[src/rtl/mem_burst_master.sv]
// Burst initiator for a single-port memory with combinational read and level-sensitive write.
// Sequences one memory access per beat; read beats are returned on a valid/ready stream.
module mem_burst_master #(
   parameter int ADDR_WIDTH = 3,
   parameter int DATA_WIDTH = 4,
   parameter int DEPTH      = 8,
   parameter int LEN_WIDTH  = 3
) (
   input  logic                  clk,
   input  logic                  rst_n,
   input  logic                  cmd_valid,
   output logic                  cmd_ready,
   input  logic                  cmd_write,
   input  logic [ADDR_WIDTH-1:0] cmd_addr,
   input  logic [LEN_WIDTH-1:0]  cmd_len,
   input  logic                  wdata_valid,
   output logic                  wdata_ready,
   input  logic [DATA_WIDTH-1:0] wdata,
   output logic                  rdata_valid,
   input  logic                  rdata_ready,
   output logic [DATA_WIDTH-1:0] rdata,
   output logic                  done,
   output logic                  err,
   output logic [ADDR_WIDTH-1:0] mem_addr,
   output logic [DATA_WIDTH-1:0] mem_data_in,
   output logic                  mem_wr_enable,
   input  logic [DATA_WIDTH-1:0] mem_data_out
);

   typedef enum logic [2:0] {
      IDLE,
      WR_DATA,
      WR_PULSE,
      RD_ADDR,
      RD_RSP,
      DONE
   } state_t;

   localparam int unsigned           DEPTH_U   = DEPTH;
   localparam logic [ADDR_WIDTH-1:0] LAST_ADDR = ADDR_WIDTH'(DEPTH - 1);

   state_t                  state_q, state_d;
   logic [ADDR_WIDTH-1:0]   addr_q, addr_d;
   logic [LEN_WIDTH-1:0]    cnt_q, cnt_d;
   logic [DATA_WIDTH-1:0]   dataIn_q, dataIn_d;
   logic                    wrEn_q, wrEn_d;
   logic [DATA_WIDTH-1:0]   rdata_q, rdata_d;
   logic                    rvalid_q, rvalid_d;
   logic                    err_q, err_d;
   logic                    outOfRange;
   logic [ADDR_WIDTH-1:0]   addrNext;

   assign outOfRange = 32'(cmd_addr) >= DEPTH_U;
   assign addrNext   = (addr_q == LAST_ADDR) ? '0 : addr_q + 1'b1;

   always_ff @(posedge clk or negedge rst_n) begin
      if (!rst_n) begin
         state_q  <= IDLE;
         addr_q   <= '0;
         cnt_q    <= '0;
         dataIn_q <= '0;
         wrEn_q   <= 1'b0;
         rdata_q  <= '0;
         rvalid_q <= 1'b0;
         err_q    <= 1'b0;
      end else begin
         state_q  <= state_d;
         addr_q   <= addr_d;
         cnt_q    <= cnt_d;
         dataIn_q <= dataIn_d;
         wrEn_q   <= wrEn_d;
         rdata_q  <= rdata_d;
         rvalid_q <= rvalid_d;
         err_q    <= err_d;
      end
   end

   // Address and write data only move while the write strobe is low or falling,
   // so the level-sensitive memory never sees a glitched address.
   always_comb begin
      state_d  = state_q;
      addr_d   = addr_q;
      cnt_d    = cnt_q;
      dataIn_d = dataIn_q;
      wrEn_d   = wrEn_q;
      rdata_d  = rdata_q;
      rvalid_d = rvalid_q;
      err_d    = err_q;
      case (state_q)
         IDLE: begin
            if (cmd_valid) begin
               cnt_d = cmd_len;
               if (outOfRange) begin
                  err_d   = 1'b1;
                  state_d = DONE;
               end else begin
                  addr_d  = cmd_addr;
                  state_d = cmd_write ? WR_DATA : RD_ADDR;
               end
            end
         end
         WR_DATA: begin
            if (wdata_valid) begin
               dataIn_d = wdata;
               wrEn_d   = 1'b1;
               state_d  = WR_PULSE;
            end
         end
         WR_PULSE: begin
            wrEn_d  = 1'b0;
            addr_d  = addrNext;
            cnt_d   = cnt_q - 1'b1;
            state_d = (cnt_q == '0) ? DONE : WR_DATA;
         end
         RD_ADDR: begin
            rdata_d  = mem_data_out;
            rvalid_d = 1'b1;
            state_d  = RD_RSP;
         end
         RD_RSP: begin
            if (rdata_ready) begin
               rvalid_d = 1'b0;
               if (cnt_q == '0) begin
                  state_d = DONE;
               end else begin
                  addr_d  = addrNext;
                  cnt_d   = cnt_q - 1'b1;
                  state_d = RD_ADDR;
               end
            end
         end
         DONE: begin
            err_d   = 1'b0;
            state_d = IDLE;
         end
         default: begin
            state_d = IDLE;
         end
      endcase
   end

   assign cmd_ready     = rst_n && (state_q == IDLE);
   assign wdata_ready   = (state_q == WR_DATA);
   assign done          = (state_q == DONE);
   assign err           = err_q;
   assign rdata_valid   = rvalid_q;
   assign rdata         = rdata_q;
   assign mem_addr      = addr_q;
   assign mem_data_in   = dataIn_q;
   assign mem_wr_enable = wrEn_q;

endmodule
[config.mk]
export PLATFORM = sky130hd
export DESIGN_NAME = mem_burst_master
export DESIGN_NICKNAME = d
export VERILOG_FILES = /design/src/rtl/mem_burst_master.sv
export SDC_FILE = /design/constraint.sdc
export NUM_CORES = 1
export LEC_CHECK = 0
export ABC_CLOCK_PERIOD_IN_PS = 2000
export CAP_MARGIN = 20
export CORE_UTILIZATION = 40
export DETAILED_ROUTE_END_ITERATION = 12
export GPL_TIMING_DRIVEN = 0
export PLACE_DENSITY = 0.72
export SYNTH_ARGS = -nofsm -noshare
export SYNTH_HDL_FRONTEND = slang
export SYNTH_SLANG_ARGS = --single-unit
[constraint.sdc]
create_clock -name clk -period 2 [get_ports clk]
set_clock_uncertainty 0.15 [all_clocks]
set_input_delay 0.2 -clock clk [delete_from_list [all_inputs] [get_ports clk]]
set_output_delay 0.2 -clock clk [all_outputs]
set_load 0.02 [all_outputs]
==> out/summary.txt, run 1 <==
Period Utilization, post-route -> 95.3%
chip height -> 53.4 µm
slowest stage cell, crit path -> dfrtp_1
worst slew pin tran -> 0.870 ns
footprint of the multi-input gates -> 541 µm²
ANT cells -> 0
Clock Latency Late Sink -> 0.29 ns
syn nets -> 126
vias in the first global route -> 806
Syn-to-layout area delta -> 41.2%
GP Congestion -> 0.835
First-pass DRT Iterations -> 4
Leakage -> 0.648 nW
Final nets -> 167
Die Wd -> 53.4 µm
Post-Syn Area per Cell -> 10.4 µm²
Core Footprint -> 2480 µm²
Peak VDD IR -> 1090 µV
synth unique cells -> 32
antenna violation net count after detailed routing -> 0
initial antenna violation count -> 0
critical path type -> reg -> reg
CTS tree -> done
starting density of the core -> 42.6%
Avg Vias per Cell -> 5.10
hold slack -> 0.342 ns
via count -> 877
top_reg_cell synth -> dfrtp_1
Post-Synthesis Cells -> 102
Hold Vio Cnt, Final -> 0
Worst setup SP type -> flop
Buf/Inv on CP -> 0
Die ar. -> 2850 µm²
DRC Markers -> 0
CP max stage delay -> 0.46 ns
unrepaired setup endpoints after global routing -> false
post-synthesis async set-or-reset flop share -> 100%
Crit path arrival time -> 1.94 ns
H-tree depth -> 1
total gr overflow -> 0
Ports -> 37
post-synthesis cell area -> 1060 µm²
root buffer cell -> clkbuf_4
CP Cell Sequence -> nand2b_1 > a21oi_2 > mux2_1 > mux2_2
Slew HR -> 41.8%
kind of cell adding the most delay to the critical path -> multiplexers
Clock Path Buffers -> 2
type of the most critical hold path -> reg -> reg
Register Area -> 477 µm²
Util after Layout -> 60.2%
Wirelength per Cell -> 12.8 µm
commonest non-fill, non-tap cells in the layout -> clkdlybuf4s50_1, dfrtp_1, mux2_1
status -> completed
Final Slew Violations -> 0
CTS buffer count -> 3
highest clock rate -> 525 MHz
Fill cells -> 235
Fin Setup TNS -> 0 ns
fraction of layout cells with a size suffix above 1 -> 13.4%
Setup crit end kind -> flop
crit path max fanout -> 6
gr usage total -> 16.6%
sequential share of the synthesized area -> 45.0%
Post-synth EDFFs -> 0
Port Buffers -> 35
DPL Wire Length -> 1720 µm
# Max-Cap Violations -> 0
yosys warns -> 0
Req. time, crit path -> 2.03 ns
first-pass GRT wire length -> 3420 µm
pin count of the biggest net entering global routing -> 20
most common cell after layout, fill and taps aside -> clkdlybuf4s50_1
CTS sink count -> 19
PwrDens -> 1490 nW/µm²
Total Wirelength -> 2200 µm
final setup fails -> 0
clock slew at reported path FFs -> 0.11 ns
initial drt markers -> 4
min Tclk post-route -> 1.91 ns
register bit total from synthesis -> 19
post-CTS setup buffers -> 0
Rows -> 18
==> kinds of logic after synthesis <==
group / after synthesis / synth area share (%)
AO/OA/AOI/OAI: 23 / 14.7
adder cells (fa/ha/maj): 4 / 4.74
buffers and inverters: 11 / 4.38
flip-flops: 19 / 45.0
multiplexers: 17 / 17.8
other: 1 / 0.355
AND/OR/NAND/NOR: 27 / 13.0
==> registers in the layout, summed over array words and instances (netlist names) <==
register / cells
mem_data_in: 4
rdata: 4
cnt_q: 3
mem_addr: 3
state_q: 3
mem_wr_enable: 1
rdata_valid: 1
==> final cells by class <==
| type | instances | share of cell area (%) |
|---|---|---|
| inverters | 6 | 1.51 |
| well taps | 30 | 2.52 |
| clock buffers | 3 | 1.51 |
| clock inverters | 1 | 0.336 |
| plain buffers | 5 | 1.76 |
| repair buffers | 36 | 24.2 |
| flip-flops and latches | 19 | 32.0 |
| multi-input cells | 72 | 36.2 |
==> where the power goes <==
| group | leakage, nW | internal [mW] | switching (mW) |
|---|---|---|---|
| Combinational | 0.407 | 0.651 | 0.663 |
| Sequential | 0.222 | 0.577 | 0.136 |
| Clock | 0.0177 | 0.0742 | 0.118 |
==> metal layers <==
layer	up-vias	global-route usage (%)	wire [µm]
li1	434	-	-
met5	-	0	0
met1	422	21.2	1030
met3	2	3.45	94
met2	19	28.1	1070
met4	0	3.95	13
==> final timing paths <==
path                       depth (start not counted)  slack, ns              to            from
max                                                4       0.09     mem_addr[0]      state_q[1]
min in group asynchronous                          2       0.51      state_q[2]           rst_n
min                                                1       0.34  mem_data_in[3]  mem_data_in[3]
max reg2reg                                        4       0.09     mem_addr[0]      state_q[1]
min reg2reg                                        1       0.34  mem_data_in[3]  mem_data_in[3]
max in group asynchronous                          2       0.60      state_q[0]           rst_n
==> cells in the mapped netlist, drive strengths merged (2+ instances only) <==
cell / number / area share, %
a211oi: 3 / 2.6
a21oi: 6 / 3.2
a31oi: 2 / 1.2
buf: 2 / 1.2
clkbuf: 3 / 1.1
dfrtp: 19 / 45
ha: 4 / 4.7
inv: 6 / 2.1
mux2: 14 / 15
mux2i: 3 / 2.8
nand2: 7 / 2.5
nand2b: 4 / 2.4
nor2: 9 / 3.4
nor2b: 3 / 1.8
o21ai: 6 / 2.8
==> what timing repair did <==
item,4_1_cts,5_1_grt
endpoints found under the hold margin,19,0
resized for setup,11,3
hold buffers,1,0
endpoints found under the setup margin,3,1
==> worst reg2reg max path: cells and delay by family, from the launching register on <==
| kind | cells | cell delay [ns] |
|---|---|---|
| flip-flops | 1 | 0.46 |
| multiplexers | 2 | 0.63 |
| AND/OR/NAND/NOR | 1 | 0.25 |
| AO/OA/AOI/OAI | 1 | 0.32 |
==> metrics by stage <==
step	total power, mW	cells	setup slack (ns)	area [µm²]
global placement	2.01	167	-0.612	1440
global route	2.40	172	0.0132	1490
detailed placement	2.05	167	-0.668	1440
floorplan	1.54	102	0.250	1060
CTS	2.24	172	0.0190	1480
finish	2.22	172	0.0937	1490
No activity file was read; power rests on OpenSTA's default activity.
==> run 2: changes to the inputs <==
--- a/config.mk
+++ b/config.mk
@@ -11,6 +11,7 @@
 export DETAILED_ROUTE_END_ITERATION = 12
 export GPL_TIMING_DRIVEN = 0
 export PLACE_DENSITY = 0.72
+export SKIP_LAST_GASP = 1
 export SYNTH_ARGS = -nofsm -noshare
 export SYNTH_HDL_FRONTEND = slang
 export SYNTH_SLANG_ARGS = --single-unit
==> run 2 against run 1 <==
  * Combinational power about the same
  * Largest cell class unchanged
  * Largest power group unchanged
  * Non-clock buffer count unchanged
  * Total power down 0.65%
  * Sequential power about the same
  * Fmax up 0.21%
  * Critical path type is now reg -> out
==> out/summary.txt, run 2 (synthesis gave the netlist of run 1 again) <==
Fill cells -> 237 (was 235)
min Tclk post-route -> 1.90 ns (was 1.91 ns)
Setup crit end kind -> output pin (was flop)
Register Area -> 477 µm² (unchanged)
crit path max fanout -> 10 (was 6)
total gr overflow -> 0 (unchanged)
Worst setup SP type -> flop (unchanged)
Avg Vias per Cell -> 5.10 (about the same)
hold depth -> 1 (unchanged)
first-pass GRT wire length -> 3420 µm (unchanged)
unrepaired setup endpoints after global routing -> false (unchanged)
PwrDens -> 1490 nW/µm² (about the same)
CTS tree -> done (unchanged)
Req. time, crit path -> 1.65 ns (was 2.03 ns)
GP Congestion -> 0.835 (unchanged)
Die ar. -> 2850 µm² (unchanged)
Fin Setup TNS -> 0 ns (unchanged)
CP max stage delay -> 0.48 ns (was 0.46 ns)
Hold Vio Cnt, Final -> 0 (unchanged)
final setup fails -> 0 (unchanged)
Port Buffers -> 35 (unchanged)
Rows -> 18 (unchanged)
highest clock rate -> 526 MHz (was 525 MHz)
CP Cell Sequence -> buf_2 > nor4b_1 > clkbuf_2 (was nand2b_1 > a21oi_2 > mux2_1 > mux2_2)
fraction of layout cells with a size suffix above 1 -> 11.3% (was 13.4%)
most common cell after layout, fill and taps aside -> clkdlybuf4s50_1 (unchanged)
footprint of the multi-input gates -> 534 µm² (was 541 µm²)
Final Slew Violations -> 0 (unchanged)
initial antenna violation count -> 0 (unchanged)
ANT cells -> 0 (unchanged)
Final nets -> 167 (unchanged)
Core Footprint -> 2480 µm² (unchanged)
CTS sink count -> 19 (unchanged)
commonest non-fill, non-tap cells in the layout -> clkdlybuf4s50_1, dfrtp_1, mux2_1 (unchanged)
Leakage -> 0.643 nW (was 0.648 nW)
vias in the first global route -> 806 (unchanged)
via count -> 878 (was 877)
Crit path arrival time -> 1.55 ns (was 1.94 ns)
worst slew pin tran -> 0.878 ns (was 0.870 ns)
chip height -> 53.4 µm (unchanged)
antenna violation net count after detailed routing -> 0 (unchanged)
Total Wirelength -> 2210 µm (was 2200 µm)
fin cells -> 172 (unchanged)
CTS buffer count -> 3 (unchanged)
status -> completed (unchanged)
# Max-Cap Violations -> 0 (unchanged)
DPL Wire Length -> 1720 µm (unchanged)
Clock Path Buffers -> 2 (unchanged)
First-pass DRT Iterations -> 4 (unchanged)
critical path type -> reg -> out (was reg -> reg)
Tot Pwr -> 2.21 mW (was 2.22 mW)
Period Utilization, post-route -> 95.1% (was 95.3%)
type of the most critical hold path -> reg -> reg (unchanged)
DRC Markers -> 0 (unchanged)
Die Wd -> 53.4 µm (unchanged)
slowest stage cell, crit path -> dfrtp_1 (unchanged)
clock slew at reported path FFs -> 0.11 ns (about the same)
root buffer cell -> clkbuf_4 (unchanged)
R2R cell count -> 4 (unchanged)
post-CTS setup buffers -> 0 (unchanged)
hold slack -> 0.342 ns (about the same)
Slew HR -> 41.2% (was 41.8%)
Wirelength per Cell -> 12.8 µm (about the same)
Inst Count DP -> 167 (unchanged)
H-tree depth -> 1 (unchanged)
Syn-to-layout area delta -> 39.8% (was 41.2%)
initial drt markers -> 7 (was 4)
pin count of the biggest net entering global routing -> 20 (unchanged)
Peak VDD IR -> 1090 µV (about the same)
Ports -> 37 (unchanged)
Clock Latency Late Sink -> 0.29 ns (about the same)
gr usage total -> 16.6% (unchanged)
starting density of the core -> 42.6% (unchanged)
-- run 2: cell types whose count changed in the layout (fill, tap and decap cells not counted) --
| cell | previous run | this run |
|---|---|---|
| nor4b_1 | 0 | 1 |
| clkdlybuf4s15_2 | 2 | 0 |
| clkbuf_1 | 1 | 2 |
| clkdlybuf4s15_1 | 0 | 1 |
| nor4b_2 | 1 | 0 |
-- run 2: critical path: cells and delay by family, from the launching register on --
kind / cells / cell delay [ns]
flip-flops: 1 / 0.48
AND/OR/NAND/NOR: 1 / 0.34
buffers and inverters: 2 / 0.44
-- run 2: worst paths after layout --
| check | slack [ns] | to | start |
|---|---|---|---|
| min in group asynchronous | 0.53 | state_q[2] | rst_n |
| min | 0.34 | mem_data_in[3] | mem_data_in[3] |
| min reg2reg | 0.34 | mem_data_in[3] | mem_data_in[3] |
| max | 0.1 | cmd_ready | state_q[2] |
| max reg2reg | 0.1 | mem_addr[0] | state_q[1] |
| max in group asynchronous | 0.57 | state_q[0] | rst_n |
-- run 2: layout make-up --
class | instances | share of cell area, %
inverters | 6 | 1.53
clock inverters | 1 | 0.339
clock buffers | 3 | 1.53
multi-input cells | 72 | 36.2
repair buffers | 36 | 23.9
flip-flops and latches | 19 | 32.3
well taps | 30 | 2.54
plain buffers | 5 | 1.69
-- run 2: through the flow --
step	utilization, %	setup WS [ns]	instance area (µm²)
floorplan	-	0.250	1060
global placement	58.3	-0.612	1440
detailed placement	58.3	-0.668	1440
CTS	59.7	-0.0279	1480
global route	59.6	0.00522	1480
finish	59.6	0.0977	1480
-- run 2: what timing repair did --
action / 4_1_cts / 5_1_grt
hold buffers: 1 / 0
endpoints found under the hold margin: 19 / 0
endpoints found under the setup margin: 3 / 1
pin swaps: 0 / 0
resized for setup: 7 / 3
-- run 2: power breakdown --
part	switching, mW	leakage (nW)	internal, mW
Sequential	0.135	0.222	0.577
Combinational	0.659	0.403	0.641
Clock	0.118	0.0177	0.0742
Total	0.913	0.643	1.29
-- run 2: metal layers --
layer,global-route usage (%),share of wire [%],vias to the layer above
met4,3.95,0.59,0
met1,21.2,46,423
met2,28.1,49,19
met3,3.45,4.4,2
met5,0,0,-
li1,-,-,434
==> edit 1: new RTL, config.mk and constraints of run 1 <==
Set the parameter `ADDR_WIDTH` to 2 (it was 3).
--- a/src/rtl/mem_burst_master.sv
+++ b/src/rtl/mem_burst_master.sv
@@ -3,3 +3,3 @@
 module mem_burst_master #(
-   parameter int ADDR_WIDTH = 3,
+   parameter int ADDR_WIDTH = 2,
    parameter int DATA_WIDTH = 4,
Interface: changed (resized cmd_addr and mem_addr); port bits go from 37 to 35. No check against the original RTL was run, so the function may have changed too.
==> edit 1 against run 1 <==
  * Power rose by 5.7%
  * Cell area fell by 8.1%
  * Area after synthesis fell by 9.4%
  * Global-route usage rose by 2.2 points
  * Critical path type unchanged
  * Worst setup slack improved by 0.033 ns
  * Synthesized cell count fell by 13%
  * Critical endpoint unchanged
  * Sequential power fell by 3.5%
  * Highest routed layer unchanged
  * Maximum frequency rose by 1.8%
  * Sequential cell count fell by 1
  * Wire length fell by 3.5%
  * Largest power group unchanged
==> edit 1: results <==
group,metric,value,unit
outcome,status,"finished, final reports clean",
clock_network,cts_hold_buf,1,
routing,vias_per_cell,5.23,
min_path,hold_path.class,"reg2reg",
global_routing,grt_usage,18.8,%
clock_network,cts_made_buffers,3,
power_and_ir_drop,powerComb,0.00144,W
yosys,synth_common_cells,"dfrtp_1, mux2_2",
global_routing,grt_use_met1,22.5,%
global_routing,grt_pass1_wl,3.71,mm
power_and_ir_drop,p_clk,0.000219,W
placed_design,gp_congestion,0.799,
placed_design,dp.cells,150,
critical_path,cp_max_fo,6,
power_and_ir_drop,ir_worst_vdd,1030,µV
timing,worst_pin_slew,0.820,ns
final_layout,drive_gt1_share,17.5,%
yosys,synth_nets,111,
yosys,synth_async_sr_flop_share,100,%
yosys,yosysSeqAreaShare,47.1,%
placed_design,preCtsSetupSlack,-0.568,ns
routing,drt_iter0_drc,3,
clock_network,clock_latency,0.28,ns
clock_network,cts-root-buf,"clkbuf_4",
routing,wl,2.13,mm
global_routing,use_met2,33.1,%
routing,wl_per_cell,13.8,µm
timing,hold_slack,0.368,ns
critical_path,r2r_slack,0.13,ns
critical_path,arrival,1.90,ns
critical_path,r2r-start,"state_q[2]$_DFFE_PN0P_",
power_and_ir_drop,cellInternalPower,0.00138,W
global_routing,antenna_found_initial,0,
power_and_ir_drop,power_leakage,0.591,nW
power_and_ir_drop,p_total,0.00235,W
global_routing,grt_max_degree,19,
critical_path,slowest_delay,0.45,ns
clock_network,cts_resized,7,
min_path,hold_end,"rdata[2]$_DFFE_PN0N_",
critical_path,cp_top_family,"simple AND/OR/NAND/NOR gates",
global_routing,gr-usage-met3,4.17,%
placed_design,hpwl,1.66,mm
critical_path,timing.rr.end,"mem_addr[0]$_DFFE_PN0P_",
global_routing,grt_pass1_vias,876,
min_path,hold_start,"rdata[2]$_DFFE_PN0N_",
critical_path,cp_slowest_cell,"dfrtp_1",
clock_network,cts_buffer_depth,2,
yosys,synth_area_leaders,"dfrtp_1, mux2_2, ha_1",
clock_network,clkTransAtPathRegs,0.10,ns
placed_design,port_buffers,33,
yosys,ys_types,33,
yosys,avgSynthCellArea,10.8,µm²
[edit 1: cell types whose count changed in the layout (fill, tap and decap cells not counted), moves of 3 or more]
cell            run 1  this run
inv_1               6         3
mux2_2              3        10
mux2_1             11         1
nor3_1              0         3
nor2_1              8         4
nand2_1             7         4
[edit 1: cells by family (layout without fill, tap and decap cells)]
kind of cell	after synthesis	count (layout)	synth area share (%)
simple gates	23	23	13.2
compound gates	21	21	15.4
flops	18	18	47.1
xor+xnor	1	1	0.915
buf+inv	9	46	4.05
mux	13	13	15.0
fa+ha+maj	3	3	3.92
other cells	1	1	0.392
[edit 1: per-stage QoR]
stage / area [µm²] / utilization, %
final: 1370 / 61.4
after global routing: 1370 / 61.4
after CTS: 1370 / 61.5
after detailed placement: 1330 / 59.4
after global placement: 1330 / 59.4
after floorplan: 962 / -
[edit 1: final cells by class]
class,count,area (µm²)
inverters,3,11.3
well taps,28,35.0
repair buffers,34,335
multi-input cells,62,473
fillers,205,862
plain buffers,5,28.8
clock buffers,4,36.3
flip-flops and latches,18,452
[edit 1: how the worst max path moves through the flow]
stage,startpoint,to,slack (ns)
after CTS,state_q[1]$_DFFE_PN0P_,cmd_ready,0.05
after global placement,rst_n,cmd_ready,-0.61
final,state_q[2]$_DFFE_PN0P_,mem_addr[0]$_DFFE_PN0P_,0.13
after detailed placement,rst_n,cmd_ready,-0.57
after floorplan,state_q[0]$_DFFE_PN0P_,cmd_ready,0.18
after global routing,state_q[2]$_DFFE_PN0P_,mem_addr[1]$_DFFE_PN0P_,0.03
[edit 1: layer usage]
metal | wire [µm] | part of all wire (%) | vias to the layer above
met2 | 1070 | 50 | 20
met1 | 956 | 45 | 388
met5 | 0 | 0 | -
met3 | 81 | 3.8 | 2
li1 | - | - | 395
met4 | 19 | 0.89 | 0
==> edit 2: new RTL, flow settings as in run 1 <==
Made on the original files. Take the reset off `dataIn_q` and load it in a clocked block of its own.
--- a/src/rtl/mem_burst_master.sv
+++ b/src/rtl/mem_burst_master.sv
@@ -60,3 +60,2 @@
          cnt_q    <= '0;
-         dataIn_q <= '0;
          wrEn_q   <= 1'b0;
@@ -69,3 +68,2 @@
          cnt_q    <= cnt_d;
-         dataIn_q <= dataIn_d;
          wrEn_q   <= wrEn_d;
@@ -75,2 +73,6 @@
       end
+   end
+
+   always_ff @(posedge clk) begin
+      dataIn_q <= dataIn_d;
    end
Check against the original RTL: differs if rst_n is asserted again (counterexample within 4 cycles, from zero or initial values and one cycle with rst_n low); with rst_n held inactive, the same outputs for 10 cycles.
==> edit 2 against run 1 <==
  * Worst setup slack got worse by 0.0095 ns
  * Critical path type is now reg2out
  * Worst hold slack got worse by 0.042 ns
  * Power rose by 0.99%
  * Maximum frequency fell by 0.50%
  * Cell count fell by 6.4%
  * Non-clock buffer count did not move
  * Area after synthesis fell by 1.8%
  * Cell area fell by 2.3%
  * Wire length fell by 3.6%
  * Combinational power rose by 3%
  * First-iteration DRC count rose to 3.5 times the old value
  * Sequential cell count did not move
  * Largest power group unchanged
==> edit 2: results <==
group,metric,value,unit
routing,vias,837,
routing,met3_length,77,µm
global_routing,grt_usage,17.8,%
yosys,synth_async_sr_flop_share,78.9,%
critical_path,arrival,1.57,ns
routing,met1Wirelength,930,µm
timing,relSlewSlack,54.1,%
yosys,synth_edf_count,4,
placed_design,gp_congestion,0.783,
routing,met2_length,1.10,mm
critical_path,r2r_slack,0.16,ns
outcome,status,"finished, final reports clean",
yosys,synth_area_leaders,"dfrtp_1, edfxtp_1, mux2_4",
power_and_ir_drop,power_leakage,0.628,nW
final_layout,nets,156,
global_routing,grt_pass1_vias,794,
yosys,synth_top_area_share,36.2,%
critical_path,criticalPathCategory,"reg2out",
min_path,hold_path.class,"in2reg",
global_routing,grt_pass1_wl,3.52,mm
yosys,yosysSeqAreaShare,47.8,%
placed_design,hpwl,1.67,mm
final_layout,drive_gt1_share,17.6,%
yosys,synth_common_cells,"dfrtp_1, o21ai_0, mux2i_1, nor2_1",
critical_path,cp_max_fo,10,
yosys,synth_nets,115,
routing,drt_iter0_drc,14,
yosys,ys_types,35,
routing,wl_per_cell,13.2,µm
global_routing,grt_max_degree,16,
power_and_ir_drop,ir_worst_vdd,1100,µV
## edit 2: path summary, 6_finish.rpt
kind                                            end  cells after the start                    from
min reg2reg                    cnt_q[0]$_DFFE_PN0P_                      1    cnt_q[0]$_DFFE_PN0P_
max                                       cmd_ready                      4  state_q[1]$_DFFE_PN0P_
min in group asynchronous    state_q[2]$_DFFE_PN0P_                      2                   rst_n
max reg2reg                 mem_addr[1]$_DFFE_PN0P_                      6    cnt_q[0]$_DFFE_PN0P_
min                        mem_data_in[1]$_DFFE_PP_                      1                wdata[1]
max in group asynchronous    state_q[0]$_DFFE_PN0P_                      2                   rst_n
## edit 2: timing repair
| item | CTS | global route |
|---|---|---|
| endpoints found under the setup margin | 3 | 1 |
| resized for setup | 7 | 3 |
| setup buffers | 0 | 0 |
| endpoints found under the hold margin | 15 | 0 |
| gates cloned | 0 | 0 |
| hold buffers | 1 | 0 |
## edit 2: power breakdown
part / internal (W) / switching [W] / leakage, nW
clock network: 0.0000745 / 0.000114 / 0.0177
registers: 0.000572 / 0.000128 / 0.213
logic: 0.000659 / 0.000694 / 0.397
total: 0.00131 / 0.000936 / 0.628
## edit 2: critical path, stage by stage (launching register included)
cell           delay, ns
dfrtp_1             0.46
buf_6               0.17
nor2_1              0.14
and3_1              0.17
dlygate4sd2_1       0.33
## edit 2: routing by layer
layer	track usage, %	up-vias
met1	22.0	403
li1	-	409
met2	30.4	21
met5	0	-
met4	3.95	0
met3	5.17	4
## edit 2: logic make-up (layout without fill, tap and decap cells)
family                     after synthesis  in the layout  share of synthesized area [%]
DFF                                     19             19                           47.8
and+or+nand+nor                         21             21                           11.2
AOI/OAI and AO/OA                       22             22                           13.6
muxes                                   12             12                           13.9
xor gates and xnor gates                 1              1                           2.65
other                                    1              1                          0.362
buffers and inverters                   11             51                           5.67
adders and majority gates                4              4                           4.83
## edit 2: layout make-up
type | instances | area, µm²
Clock inverter | 1 | 5.00
Tap cell | 30 | 37.5
Multi-Input combinational cell | 61 | 483
Sequential cell | 19 | 497
Buffer | 5 | 36.3
Fill cell | 202 | 997
Inverter | 6 | 25.0
Clock buffer | 3 | 22.5
Timing Repair Buffer | 36 | 352
## edit 2: per-stage QoR
step | util, % | instance area (µm²) | instances | worst slack, ns | hold WS, ns
2_1_floorplan | - | 1040 | 91 | 0.262 | -0.246
6_report | 59.4 | 1460 | 161 | 0.0843 | 0.300
3_3_place_gp | 58.1 | 1430 | 156 | -0.399 | 0.325
5_1_grt | 59.4 | 1460 | 161 | 0.00969 | 0.275
3_5_place_dp | 58.1 | 1430 | 156 | -0.425 | 0.333
4_1_cts | 59.5 | 1460 | 161 | 0.0599 | 0.289
